==> config.mk <==
export PLATFORM = sky130hd
export DESIGN_NAME = sram_req_arbiter_flat
export DESIGN_NICKNAME = d
export VERILOG_FILES = /design/src/rtl/sram_req_arbiter_if.sv /design/src/rtl/sram_req_arbiter.sv /design/src/flat_wrapper.sv
export SDC_FILE = /design/constraint.sdc
export NUM_CORES = 1
export LEC_CHECK = 0
export BUFFER_PORTS_ARGS = -buffer_cell sky130_fd_sc_hd__buf_4
export CAP_MARGIN = 10
export CORE_AREA = 2 2 111 113
export DETAILED_ROUTE_END_ITERATION = 12
export DIE_AREA = 0 0 113 115
export PLACE_DENSITY_LB_ADDON = 0.25
export SYNTH_ARGS = -nofsm -noshare
export SYNTH_HDL_FRONTEND = slang
export SYNTH_SLANG_ARGS = --single-unit
==> constraint.sdc <==
create_clock -name clk -period 2.08 [get_ports clk]
set_clock_uncertainty 0.05 [all_clocks]
set_input_delay 0.104 -clock clk [delete_from_list [all_inputs] [get_ports clk]]
set_output_delay 0.104 -clock clk [all_outputs]
set_load 0.02 [all_outputs]
==> src/rtl/sram_req_arbiter_if.sv <==
// rtl/sram_req_arbiter_if.sv - fetch/data requester and memory-side handshake bundle for sram_req_arbiter
interface sram_req_arbiter_if #(
    parameter int ADDR_W = 32,
    parameter int DATA_W = 32
);
    logic              inst_req;
    logic [ADDR_W-1:0] inst_addr;
    logic              inst_addr_ok;
    logic              inst_data_ok;
    logic [DATA_W-1:0] inst_rdata;

    logic                data_req;
    logic                data_wr;
    logic [1:0]          data_size;
    logic [ADDR_W-1:0]   data_addr;
    logic [DATA_W/8-1:0] data_wstrb;
    logic [DATA_W-1:0]   data_wdata;
    logic                data_addr_ok;
    logic                data_data_ok;
    logic [DATA_W-1:0]   data_rdata;

    logic                mem_req;
    logic                mem_wr;
    logic [1:0]          mem_size;
    logic [ADDR_W-1:0]   mem_addr;
    logic [DATA_W/8-1:0] mem_wstrb;
    logic [DATA_W-1:0]   mem_wdata;
    logic                mem_addr_ok;
    logic                mem_data_ok;
    logic [DATA_W-1:0]   mem_rdata;

    // master is the arbiter; slave is the surrounding requesters plus memory bridge
    modport master (
        input  inst_req, inst_addr,
        output inst_addr_ok, inst_data_ok, inst_rdata,
        input  data_req, data_wr, data_size, data_addr, data_wstrb, data_wdata,
        output data_addr_ok, data_data_ok, data_rdata,
        output mem_req, mem_wr, mem_size, mem_addr, mem_wstrb, mem_wdata,
        input  mem_addr_ok, mem_data_ok, mem_rdata
    );

    modport slave (
        output inst_req, inst_addr,
        input  inst_addr_ok, inst_data_ok, inst_rdata,
        output data_req, data_wr, data_size, data_addr, data_wstrb, data_wdata,
        input  data_addr_ok, data_data_ok, data_rdata,
        input  mem_req, mem_wr, mem_size, mem_addr, mem_wstrb, mem_wdata,
        output mem_addr_ok, mem_data_ok, mem_rdata
    );
endinterface

==> src/rtl/sram_req_arbiter.sv <==
// rtl/sram_req_arbiter.sv - fetch/data arbiter onto one SRAM-like port with in-order response routing; SRAM_ARB_RR_EN enables round-robin grant
module sram_req_arbiter #(
    parameter int ADDR_W     = 32,
    parameter int DATA_W     = 32,
    parameter int OUTS_DEPTH = 4
) (
    input  logic                           clk,
    input  logic                           resetn,
    sram_req_arbiter_if.master             bus,
    output logic [$clog2(OUTS_DEPTH):0]    outstanding,
    output logic                           err_unexp_ok
);
    localparam int PTR_W = $clog2(OUTS_DEPTH);
    localparam int CNT_W = PTR_W + 1;

    logic [OUTS_DEPTH-1:0] owner_q;
    logic [PTR_W-1:0]      wr_ptr;
    logic [PTR_W-1:0]      rd_ptr;
    logic [CNT_W-1:0]      outs_q;
    logic                  err_q;
    logic                  full;
    logic                  grant_data;
    logic                  push;
    logic                  pop;
    logic                  head_data;

    assign full = (outs_q == CNT_W'(OUTS_DEPTH));

`ifdef SRAM_ARB_RR_EN
    logic last_grant_q;

    // with both requesters active, hand the port to whoever did not win last
    assign grant_data = bus.data_req & (~bus.inst_req | ~last_grant_q);

    always_ff @(posedge clk) begin
        if (!resetn) begin
            last_grant_q <= 1'b0;
        end else if (push) begin
            last_grant_q <= grant_data;
        end
    end
`else
    assign grant_data = bus.data_req;
`endif

    // gated by resetn so no request leaks out while the block is held in reset
    assign bus.mem_req   = resetn & (bus.inst_req | bus.data_req) & ~full;
    assign bus.mem_wr    = grant_data ? bus.data_wr    : 1'b0;
    assign bus.mem_size  = grant_data ? bus.data_size  : 2'd2;
    assign bus.mem_addr  = grant_data ? bus.data_addr  : bus.inst_addr;
    assign bus.mem_wstrb = grant_data ? bus.data_wstrb : '0;
    assign bus.mem_wdata = grant_data ? bus.data_wdata : '0;

    assign push = bus.mem_req & bus.mem_addr_ok;
    assign pop  = resetn & bus.mem_data_ok & (outs_q != '0);

    assign bus.inst_addr_ok = push & ~grant_data;
    assign bus.data_addr_ok = push & grant_data;

    assign head_data         = owner_q[rd_ptr];
    assign bus.inst_data_ok  = pop & ~head_data;
    assign bus.data_data_ok  = pop & head_data;
    assign bus.inst_rdata    = bus.mem_rdata;
    assign bus.data_rdata    = bus.mem_rdata;

    assign outstanding  = outs_q;
    assign err_unexp_ok = err_q;

    always_ff @(posedge clk) begin
        if (!resetn) begin
            owner_q <= '0;
            wr_ptr  <= '0;
            rd_ptr  <= '0;
            outs_q  <= '0;
            err_q   <= 1'b0;
        end else begin
            if (push) begin
                owner_q[wr_ptr] <= grant_data;
                wr_ptr          <= wr_ptr + PTR_W'(1);
            end
            if (pop) begin
                rd_ptr <= rd_ptr + PTR_W'(1);
            end
            case ({push, pop})
                2'b10:   outs_q <= outs_q + CNT_W'(1);
                2'b01:   outs_q <= outs_q - CNT_W'(1);
                default: outs_q <= outs_q;
            endcase
            if (bus.mem_data_ok && outs_q == '0) begin
                err_q <= 1'b1;
            end
        end
    end
endmodule

==> src/flat_wrapper.sv <==
// flat-port wrapper written by rule: the top's interface ports become plain ports
module sram_req_arbiter_flat 
#(
    parameter int ADDR_W     = 32,
    parameter int DATA_W     = 32,
    parameter int OUTS_DEPTH = 4
)
  (clk, resetn, outstanding, err_unexp_ok, bus_inst_req, bus_inst_addr, bus_inst_addr_ok, bus_inst_data_ok, bus_inst_rdata, bus_data_req, bus_data_wr, bus_data_size, bus_data_addr, bus_data_wstrb, bus_data_wdata, bus_data_addr_ok, bus_data_data_ok, bus_data_rdata, bus_mem_req, bus_mem_wr, bus_mem_size, bus_mem_addr, bus_mem_wstrb, bus_mem_wdata, bus_mem_addr_ok, bus_mem_data_ok, bus_mem_rdata);
  sram_req_arbiter_if #(.ADDR_W(ADDR_W), .DATA_W(DATA_W)) bus_i ();
  input  logic clk;
  input  logic resetn;
  output logic [$clog2(OUTS_DEPTH):0] outstanding;
  output logic err_unexp_ok;
  input wire logic [$bits(bus_i.inst_req)-1:0] bus_inst_req;
  input wire logic [$bits(bus_i.inst_addr)-1:0] bus_inst_addr;
  output wire logic [$bits(bus_i.inst_addr_ok)-1:0] bus_inst_addr_ok;
  output wire logic [$bits(bus_i.inst_data_ok)-1:0] bus_inst_data_ok;
  output wire logic [$bits(bus_i.inst_rdata)-1:0] bus_inst_rdata;
  input wire logic [$bits(bus_i.data_req)-1:0] bus_data_req;
  input wire logic [$bits(bus_i.data_wr)-1:0] bus_data_wr;
  input wire logic [$bits(bus_i.data_size)-1:0] bus_data_size;
  input wire logic [$bits(bus_i.data_addr)-1:0] bus_data_addr;
  input wire logic [$bits(bus_i.data_wstrb)-1:0] bus_data_wstrb;
  input wire logic [$bits(bus_i.data_wdata)-1:0] bus_data_wdata;
  output wire logic [$bits(bus_i.data_addr_ok)-1:0] bus_data_addr_ok;
  output wire logic [$bits(bus_i.data_data_ok)-1:0] bus_data_data_ok;
  output wire logic [$bits(bus_i.data_rdata)-1:0] bus_data_rdata;
  output wire logic [$bits(bus_i.mem_req)-1:0] bus_mem_req;
  output wire logic [$bits(bus_i.mem_wr)-1:0] bus_mem_wr;
  output wire logic [$bits(bus_i.mem_size)-1:0] bus_mem_size;
  output wire logic [$bits(bus_i.mem_addr)-1:0] bus_mem_addr;
  output wire logic [$bits(bus_i.mem_wstrb)-1:0] bus_mem_wstrb;
  output wire logic [$bits(bus_i.mem_wdata)-1:0] bus_mem_wdata;
  input wire logic [$bits(bus_i.mem_addr_ok)-1:0] bus_mem_addr_ok;
  input wire logic [$bits(bus_i.mem_data_ok)-1:0] bus_mem_data_ok;
  input wire logic [$bits(bus_i.mem_rdata)-1:0] bus_mem_rdata;
  assign bus_i.inst_req = bus_inst_req;
  assign bus_i.inst_addr = bus_inst_addr;
  assign bus_inst_addr_ok = bus_i.inst_addr_ok;
  assign bus_inst_data_ok = bus_i.inst_data_ok;
  assign bus_inst_rdata = bus_i.inst_rdata;
  assign bus_i.data_req = bus_data_req;
  assign bus_i.data_wr = bus_data_wr;
  assign bus_i.data_size = bus_data_size;
  assign bus_i.data_addr = bus_data_addr;
  assign bus_i.data_wstrb = bus_data_wstrb;
  assign bus_i.data_wdata = bus_data_wdata;
  assign bus_data_addr_ok = bus_i.data_addr_ok;
  assign bus_data_data_ok = bus_i.data_data_ok;
  assign bus_data_rdata = bus_i.data_rdata;
  assign bus_mem_req = bus_i.mem_req;
  assign bus_mem_wr = bus_i.mem_wr;
  assign bus_mem_size = bus_i.mem_size;
  assign bus_mem_addr = bus_i.mem_addr;
  assign bus_mem_wstrb = bus_i.mem_wstrb;
  assign bus_mem_wdata = bus_i.mem_wdata;
  assign bus_i.mem_addr_ok = bus_mem_addr_ok;
  assign bus_i.mem_data_ok = bus_mem_data_ok;
  assign bus_i.mem_rdata = bus_mem_rdata;
  sram_req_arbiter #(.ADDR_W(ADDR_W), .DATA_W(DATA_W), .OUTS_DEPTH(OUTS_DEPTH)) u_core (.clk(clk), .resetn(resetn), .bus(bus_i), .outstanding(outstanding), .err_unexp_ok(err_unexp_ok));
endmodule
==> impl_metrics.sql, run 1 <==
INSERT INTO impl_metrics (metric_group, metric, value, unit) VALUES
('clock_tree', 'clkLatencyLatePin', '0.24', 'ns'),
('pwr', 'power_density', '424.7', 'nW/um^2'),
('drt', 'route.detailed.wl_per_inst', '14.63', 'microns'),
('placement', 'place.gp.congestion', '0.7868', ''),
('drt', 'num_vias', '1831', ''),
('synthesis', 'yosysUniqueCellTypes', '31', ''),
('sta', 'final_hold_viol_count', '0', ''),
('global_route', 'overflow', '0', ''),
('floorplanning', 'die_width', '113', 'microns'),
('synthesis', 'mean_post_synth_cell_area', '8.370', 'sq um'),
('sta', 'report.final.slew_viol_count', '0', ''),
('global_route', 'first_global_vias', '1896', ''),
('clock_tree', 'h-tree-depth', '1', ''),
('clock_tree', 'postCtsSetupRepairBufs', '0', ''),
('clock_tree', 'tritoncts', 'yes', ''),
('sta', 'setup_viol', '0', ''),
('sta', 'tightest_slew', '0.7194', 'ns'),
('finish', 'layout.cells.most_common_list', '194 x buf_4, 39 x and2_1, 32 x mux2_2, 9 x dfxtp_1', ''),
('drt', 'drt_first_iter_violations', '74', ''),
('finish', 'seq_area', '251.5', 'sq um'),
('finish', 'fin_area', '3040', 'sq um'),
('drt', 'detail_route.drc_violations', '5', ''),
('worst_setup_path', 'r2r_start', 'u_core.outstanding[1]', ''),
('hold_path', 'startpoint_of_the_most_critical_hold_path', 'bus_mem_data_ok', ''),
('placement', 'dp_worst_setup_slack', '-0.008763', 'ns'),
('sta', 'rsz0062_at_grt', 'true', ''),
('hold_path', 'whs_endpoint', 'u_core.err_unexp_ok', ''),
('floorplanning', 'die_h', '115', 'microns'),
('drt', 'overall_routed_net_length', '7.156', 'mm'),
('drt', 'avgViaCountPerCell', '3.744', ''),
('clock_tree', 'clk_path_buf_depth', '2', ''),
('finish', 'most_common_cell_after_layout_fill_and_taps_aside', 'buf_4', ''),
('floorplanning', 'core-area', '11810', 'sq um'),
('synthesis', 'post_synthesis_instance_area', '1833', 'sq um'),
('synthesis', 'synth_fp_nets', '366', ''),
('synthesis', 'yosys-top-cells-area', 'buf_4 26%, mux2_2 20%, and2_1 13%', ''),
('clock_tree', 'holdBufCountCts', '0', ''),
('drt', 'detailedRoute.firstPassIterationCount', '8', ''),
('floorplanning', 'design.portCount', '285', ''),
('finish', 'nNetsFinal', '490', ''),
('outcome', 'run_status', 'finished, violations left', ''),
('outcome', 'violations', 'DRC', ''),
('synthesis', 'yosysTopAreaCellShare', '0.2621', ''),
('worst_setup_path', 'r2r_end', 'u_core.outstanding[2]', ''),
('global_route', 'grt_antenna_before_repair', '0', ''),
('sta', 'max_slew_margin', '0.5204', ''),
('placement', 'hpwlAfterDp', '6.146', 'mm'),
('hold_path', 'whs_path_depth', '3', ''),
('pwr', 'p_leak', '1.509', 'nW'),
('worst_setup_path', 'worst-r2r-cell-count', '8', ''),
('clock_tree', 'clk_root_buffer_cell', 'clkbuf_16', ''),
('sta', 'worst_slack', '0.03333', 'ns'),
('finish', 'nFillCells', '1310', ''),
('sta', 'min_period', '2.047', 'ns'),
('finish', 'num_antenna_cells', '0', ''),
('synthesis', 'post_synth_inst_count', '219', ''),
('synthesis', 'synth_top_area_cell', 'buf_4', ''),
('global_route', 'grt_use_total', '0.1030', ''),
('worst_setup_path', 'crit_path_start_kind', 'flop', ''),
('sta', 'highest_clock_rate', '488.6', 'MHz'),
('clock_tree', 'cts.clk_slew.worst_paths', '0.04', 'ns'),
('finish', 'multi_input_area', '1037', 'sq um'),
('hold_path', 'hold_class', 'in2reg', ''),
('floorplanning', 'fp-row-count', '40', ''),
('sta', 'fin_crit_sh', '0.9840', ''),
('placement', 'placement.cell_area', '2949', 'sq um'),
('worst_setup_path', 'timing.critical_path.arrival', '2.16', 'ns'),
('worst_setup_path', 'r2r_setup_slack', '0.03', 'ns'),
('drt', 'detail-route-antenna-nets', '0', ''),
('floorplanning', 'starting_density_of_the_core', '0.1552', ''),
('floorplanning', 'die_area', '13000', 'sq um');
-- cells in the mapped netlist --
cell type	count
xor2_1	2
or3b_1	1
nand3_1	2
buf_4	64
and3_1	1
mux2i_1	5
nand2b_1	1
nor3_1	1
o311a_2	1
buf_2	3
buf_6	3
fa_1	1
or3_1	1
xnor2_1	1
clkbuf_1	4
mux2_2	32
clkbuf_8	1
inv_1	6
nor2_1	7
nand2_1	8
o211ai_1	1
ha_1	5
and2_1	39
nor2b_1	1
dfxtp_1	12
o211a_2	1
a21oi_1	5
mux4_2	1
o21ai_0	4
nor3b_1	1
nand3_2	4
-- worst max-delay path, stage by stage, from the launching register on --
cell	delay (ns)
dfxtp_4	0.33
or3b_4	0.42
nand2_4	0.08
ha_4	0.13
inv_1	0.05
fa_2	0.32
xor2_1	0.15
or3_1	0.30
a21oi_1	0.13
-- logic make-up (layout without fill, tap and decap cells) --
family          count (synthesis)  after routing  share of synthesized area
buf+inv                        81            204                     0.3167
simple gates                   67             67                     0.2164
mux                            38             38                     0.2362
compound gates                 12             12                    0.04027
flops                          12             12                     0.1311
fa+ha+maj                       6              6                    0.04505
xor+xnor                        3              3                    0.01434
-- flip-flops by register name (all words and copies together) (netlist names) --
register / flops
u_core.err_unexp_ok: 1
u_core.outstanding: 3
u_core.wr_ptr: 2
u_core.owner_q: 4
u_core.rd_ptr: 2
-- cell type report --
class	instances	area share
clock buffers	4	0.02922
flip-flops and latches	12	0.08272
inverters	6	0.007407
well taps	147	0.06049
multi-input cells	126	0.3412
repair buffers	194	0.4790
-- metal layers --
metal | routed length, microns | up-vias | global-route usage
met5 | 0 | - | 0
met4 | 80 | 0 | 0.02846
met3 | 672 | 7 | 0.03216
met2 | 3604 | 123 | 0.1768
met1 | 2799 | 808 | 0.1248
li1 | - | 893 | -
-- worst max-delay path by stage --
stage / startpoint / end / slack (ns)
4_1_cts: u_core.outstanding[1] / u_core.outstanding[2] / 0.02
6_report: u_core.outstanding[1] / u_core.outstanding[2] / 0.03
2_1_floorplan: u_core.outstanding[1] / u_core.outstanding[2] / -0.03
3_5_place_dp: u_core.outstanding[1] / u_core.outstanding[2] / -0.009
5_1_grt: u_core.outstanding[1] / u_core.outstanding[2] / -0.05
3_3_place_gp: u_core.outstanding[1] / u_core.outstanding[2] / 0.04
-- through the flow --
step	hold slack (ns)	power, mW	instances	utilization	TNS (ns)
after floorplan	0.1947	0.7404	219	-	-0.02683
after global placement	0.1582	0.9047	485	0.2497	0
after detailed placement	0.1582	0.9064	485	0.2497	-0.008763
after CTS	0.04153	1.320	489	0.2574	0
after global routing	0.06077	1.367	489	0.2574	-0.04702
final	0.04815	1.291	489	0.2574	0
-- power by group --
part | internal (mW) | switching, mW
Combinational | 0.350 | 0.297
Clock | 0.290 | 0.105
Sequential | 0.243 | 0.00737
No activity file was read; power rests on OpenSTA's default activity.
==> inputs of run 2 (changes only) <==
==> config.mk (replaced) <==
export PLATFORM = sky130hd
export DESIGN_NAME = sram_req_arbiter_flat
export DESIGN_NICKNAME = d
export VERILOG_FILES = /design/src/rtl/sram_req_arbiter_if.sv /design/src/rtl/sram_req_arbiter.sv /design/src/flat_wrapper.sv
export SDC_FILE = /design/constraint.sdc
export NUM_CORES = 1
export LEC_CHECK = 0
export CAP_MARGIN = 10
export CORE_AREA = 2 2 109 111
export DETAILED_ROUTE_END_ITERATION = 12
export DIE_AREA = 0 0 111 113
export DONT_BUFFER_PORTS = 1
export SYNTH_ARGS = -nofsm -noshare
export SYNTH_HDL_FRONTEND = slang
export SYNTH_SLANG_ARGS = --single-unit
==> impl_metrics.sql, run 2 (synthesis gave the netlist of run 1 again) <==
INSERT INTO impl_metrics (metric_group, metric, value, unit) VALUES
('drt', 'route.detailed.wl_per_inst', '21.09', 'microns'),
('clock_tree', 'cts.clk_slew.worst_paths', '0.04', 'ns'),
('worst_setup_path', 'r2r_end', 'u_core.outstanding[2]', ''),
('drt', 'overall_routed_net_length', '6.306', 'mm'),
('drt', 'detail-route-antenna-nets', '0', ''),
('floorplanning', 'starting_density_of_the_core', '0.1626', ''),
('global_route', 'grt_antenna_before_repair', '1', ''),
('floorplanning', 'core-area', '11270', 'sq um'),
('worst_setup_path', 'critical_path_class', 'reg2reg', ''),
('finish', 'layout.cells.most_common_list', '39 x and2_1, 32 x mux2_2, 9 x dfxtp_1, 7 x nor2_1, 7 x nand2_1', ''),
('hold_path', 'whs_path_depth', '2', ''),
('global_route', 'grt_use_met3', '0.03642', ''),
('global_route', 'overflow', '0', ''),
('drt', 'num_vias', '1203', ''),
('floorplanning', 'die_area', '12540', 'sq um'),
('sta', 'rsz0062_at_grt', 'true', ''),
('clock_tree', 'clkLatencyLatePin', '0.24', 'ns'),
('drt', 'detailedRoute.firstPassIterationCount', '4', ''),
('placement', 'numPortBuffers', '0', ''),
('sta', 'finalHoldWorstSlack', '0.05571', 'ns'),
('global_route', 'grt-busiest-layer', 'met2', ''),
('pwr', 'total_power', '0.9798', 'mW'),
('outcome', 'run_status', 'completed', ''),
('sta', 'setup_viol', '0', ''),
('floorplanning', 'die_h', '113', 'microns'),
('hold_path', 'whs_endpoint', 'u_core.owner_q[3]', ''),
('hold_path', 'hold_class', 'in2reg', ''),
('worst_setup_path', 'timing.critical_path.arrival', '2.18', 'ns'),
('job', 'max_capacitance_violation_count', '0', ''),
('clock_tree', 'cts_buffers', '3', ''),
('sta', 'tightest_slew', '0.4323', 'ns'),
('sta', 'report.final.slew_viol_count', '0', ''),
('global_route', 'largest_net_degree_at_the_start_of_global_routing', '78', ''),
('finish', 'layout-drive-gt1-share', '0.3613', ''),
('floorplanning', 'design.portCount', '285', ''),
('finish', 'flip_flop_count_of_the_largest_register_after_layout', '4', ''),
('global_route', 'globalRouteMet2Util', '0.1513', ''),
('drt', 'detail_route.drc_violations', '0', ''),
('worst_setup_path', 'endpoint_type_of_the_worst_setup_path', 'flop', ''),
('finish', 'most_common_cell_after_layout_fill_and_taps_aside', 'and2_1', ''),
('floorplanning', 'fp-row-count', '39', ''),
('hold_path', 'startpoint_of_the_most_critical_hold_path', 'resetn', ''),
('worst_setup_path', 'crit_fanout', '2', ''),
('clock_tree', 'tritoncts', 'yes', ''),
('clock_tree', 'clk_root_buffer_cell', 'clkbuf_16', ''),
('finish', 'max_flop_register', 'u_core.owner_q', ''),
('sta', 'final_hold_viol_count', '0', ''),
('finish', 'area.growth.synth_to_final', '-10.38', '%'),
('global_route', 'grt_use_total', '0.08980', ''),
('floorplanning', 'die_width', '111', 'microns'),
('sta', 'setup-tns-final', '0', 'ns'),
('worst_setup_path', 'worst-r2r-cell-count', '8', ''),
('pwr', 'p_leak', '0.5930', 'nW'),
('finish', 'nNetsFinal', '303', ''),
('sta', 'max_slew_margin', '0.7107', ''),
('pwr', 'power_density', '596.4', 'nW/um^2'),
('clock_tree', 'clk_path_buf_depth', '2', ''),
('sta', 'highest_clock_rate', '485.5', 'MHz'),
('clock_tree', 'numClockSinks', '12', ''),
('pwr', 'vdd.ir_drop.worst', '0.4095', 'mV'),
('global_route', 'first_global_vias', '1241', ''),
('sta', 'min_period', '2.060', 'ns'),
('worst_setup_path', 'worst_ep_required_time', '2.20', 'ns'),
('worst_setup_path', 'r2r_start', 'u_core.outstanding[1]', ''),
('drt', 'drt_first_iter_violations', '43', ''),
('drt', 'avgViaCountPerCell', '4.023', ''),
('placement', 'hpwlAfterDp', '5.548', 'mm'),
('global_route', 'groute.layer.met1.usage', '0.1041', ''),
('global_route', 'first_pass_grt_wire_length', '8.397', 'mm'),
('placement', 'place.gp.congestion', '0.8157', ''),
('worst_setup_path', 'crit_path_start_kind', 'flop', ''),
('worst_setup_path', 'r2r_setup_slack', '0.02', 'ns'),
('sta', 'fin_crit_sh', '0.9902', ''),
('clock_tree', 'h-tree-depth', '1', '');
==> run 2: worst max path at each step <==
stage                                     start                     to  cells past startpoint
after floorplan           u_core.outstanding[1]  u_core.outstanding[2]                      9
after global placement    u_core.outstanding[1]  u_core.outstanding[2]                      8
after detailed placement  u_core.outstanding[1]  u_core.outstanding[2]                      8
after CTS                 u_core.outstanding[1]  u_core.outstanding[2]                      8
after global routing      u_core.outstanding[1]  u_core.outstanding[2]                      8
final                     u_core.outstanding[1]  u_core.outstanding[2]                      8
==> run 2: cell type report <==
type	count	area, sq um
Fill cell	1270	9629
Clock buffer	4	88.84
Multi-Input combinational cell	126	1041
Antenna cell	1	2.502
Sequential cell	12	251.5
Inverter	6	22.52
Tap cell	143	178.9
Timing Repair Buffer	7	57.56
==> run 2: critical path: stages (launching register included) <==
cell,delay (ns)
dfxtp_4,0.33
or3b_4,0.41
nand2_4,0.08
ha_4,0.13
inv_1,0.05
fa_2,0.33
xor2_1,0.17
or3_1,0.33
a21oi_2,0.12
==> run 2: routing by layer <==
layer	wire length [microns]	share of wire
met2	3214	0.51
met3	662	0.10
met1	2302	0.37
met4	126	0.020
met5	0	0
==> run 2: repair_timing <==
item,4_1_cts,5_1_grt
setup endpoints to repair,1,1
buffers inserted,0,0
hold endpoints to repair,6,0
resized for setup,1,1
hold buffers,2,0
gates cloned,0,0
==> run 2: where the power goes <==
part / internal [mW] / switching [mW]
Clock: 0.291 / 0.105
Sequential: 0.243 / 0.0109
Combinational: 0.111 / 0.220
==> run 2: through the flow <==
step | utilization | std cells | setup WS [ns] | area, sq um
finish | 0.1457 | 299 | 0.02043 | 1643
global route | 0.1457 | 299 | -0.08999 | 1643
CTS | 0.1452 | 298 | 0.03209 | 1637
detailed placement | 0.1353 | 292 | 0.01251 | 1525
global placement | 0.1353 | 292 | 0.05761 | 1525
floorplan | - | 219 | -0.02683 | 1867
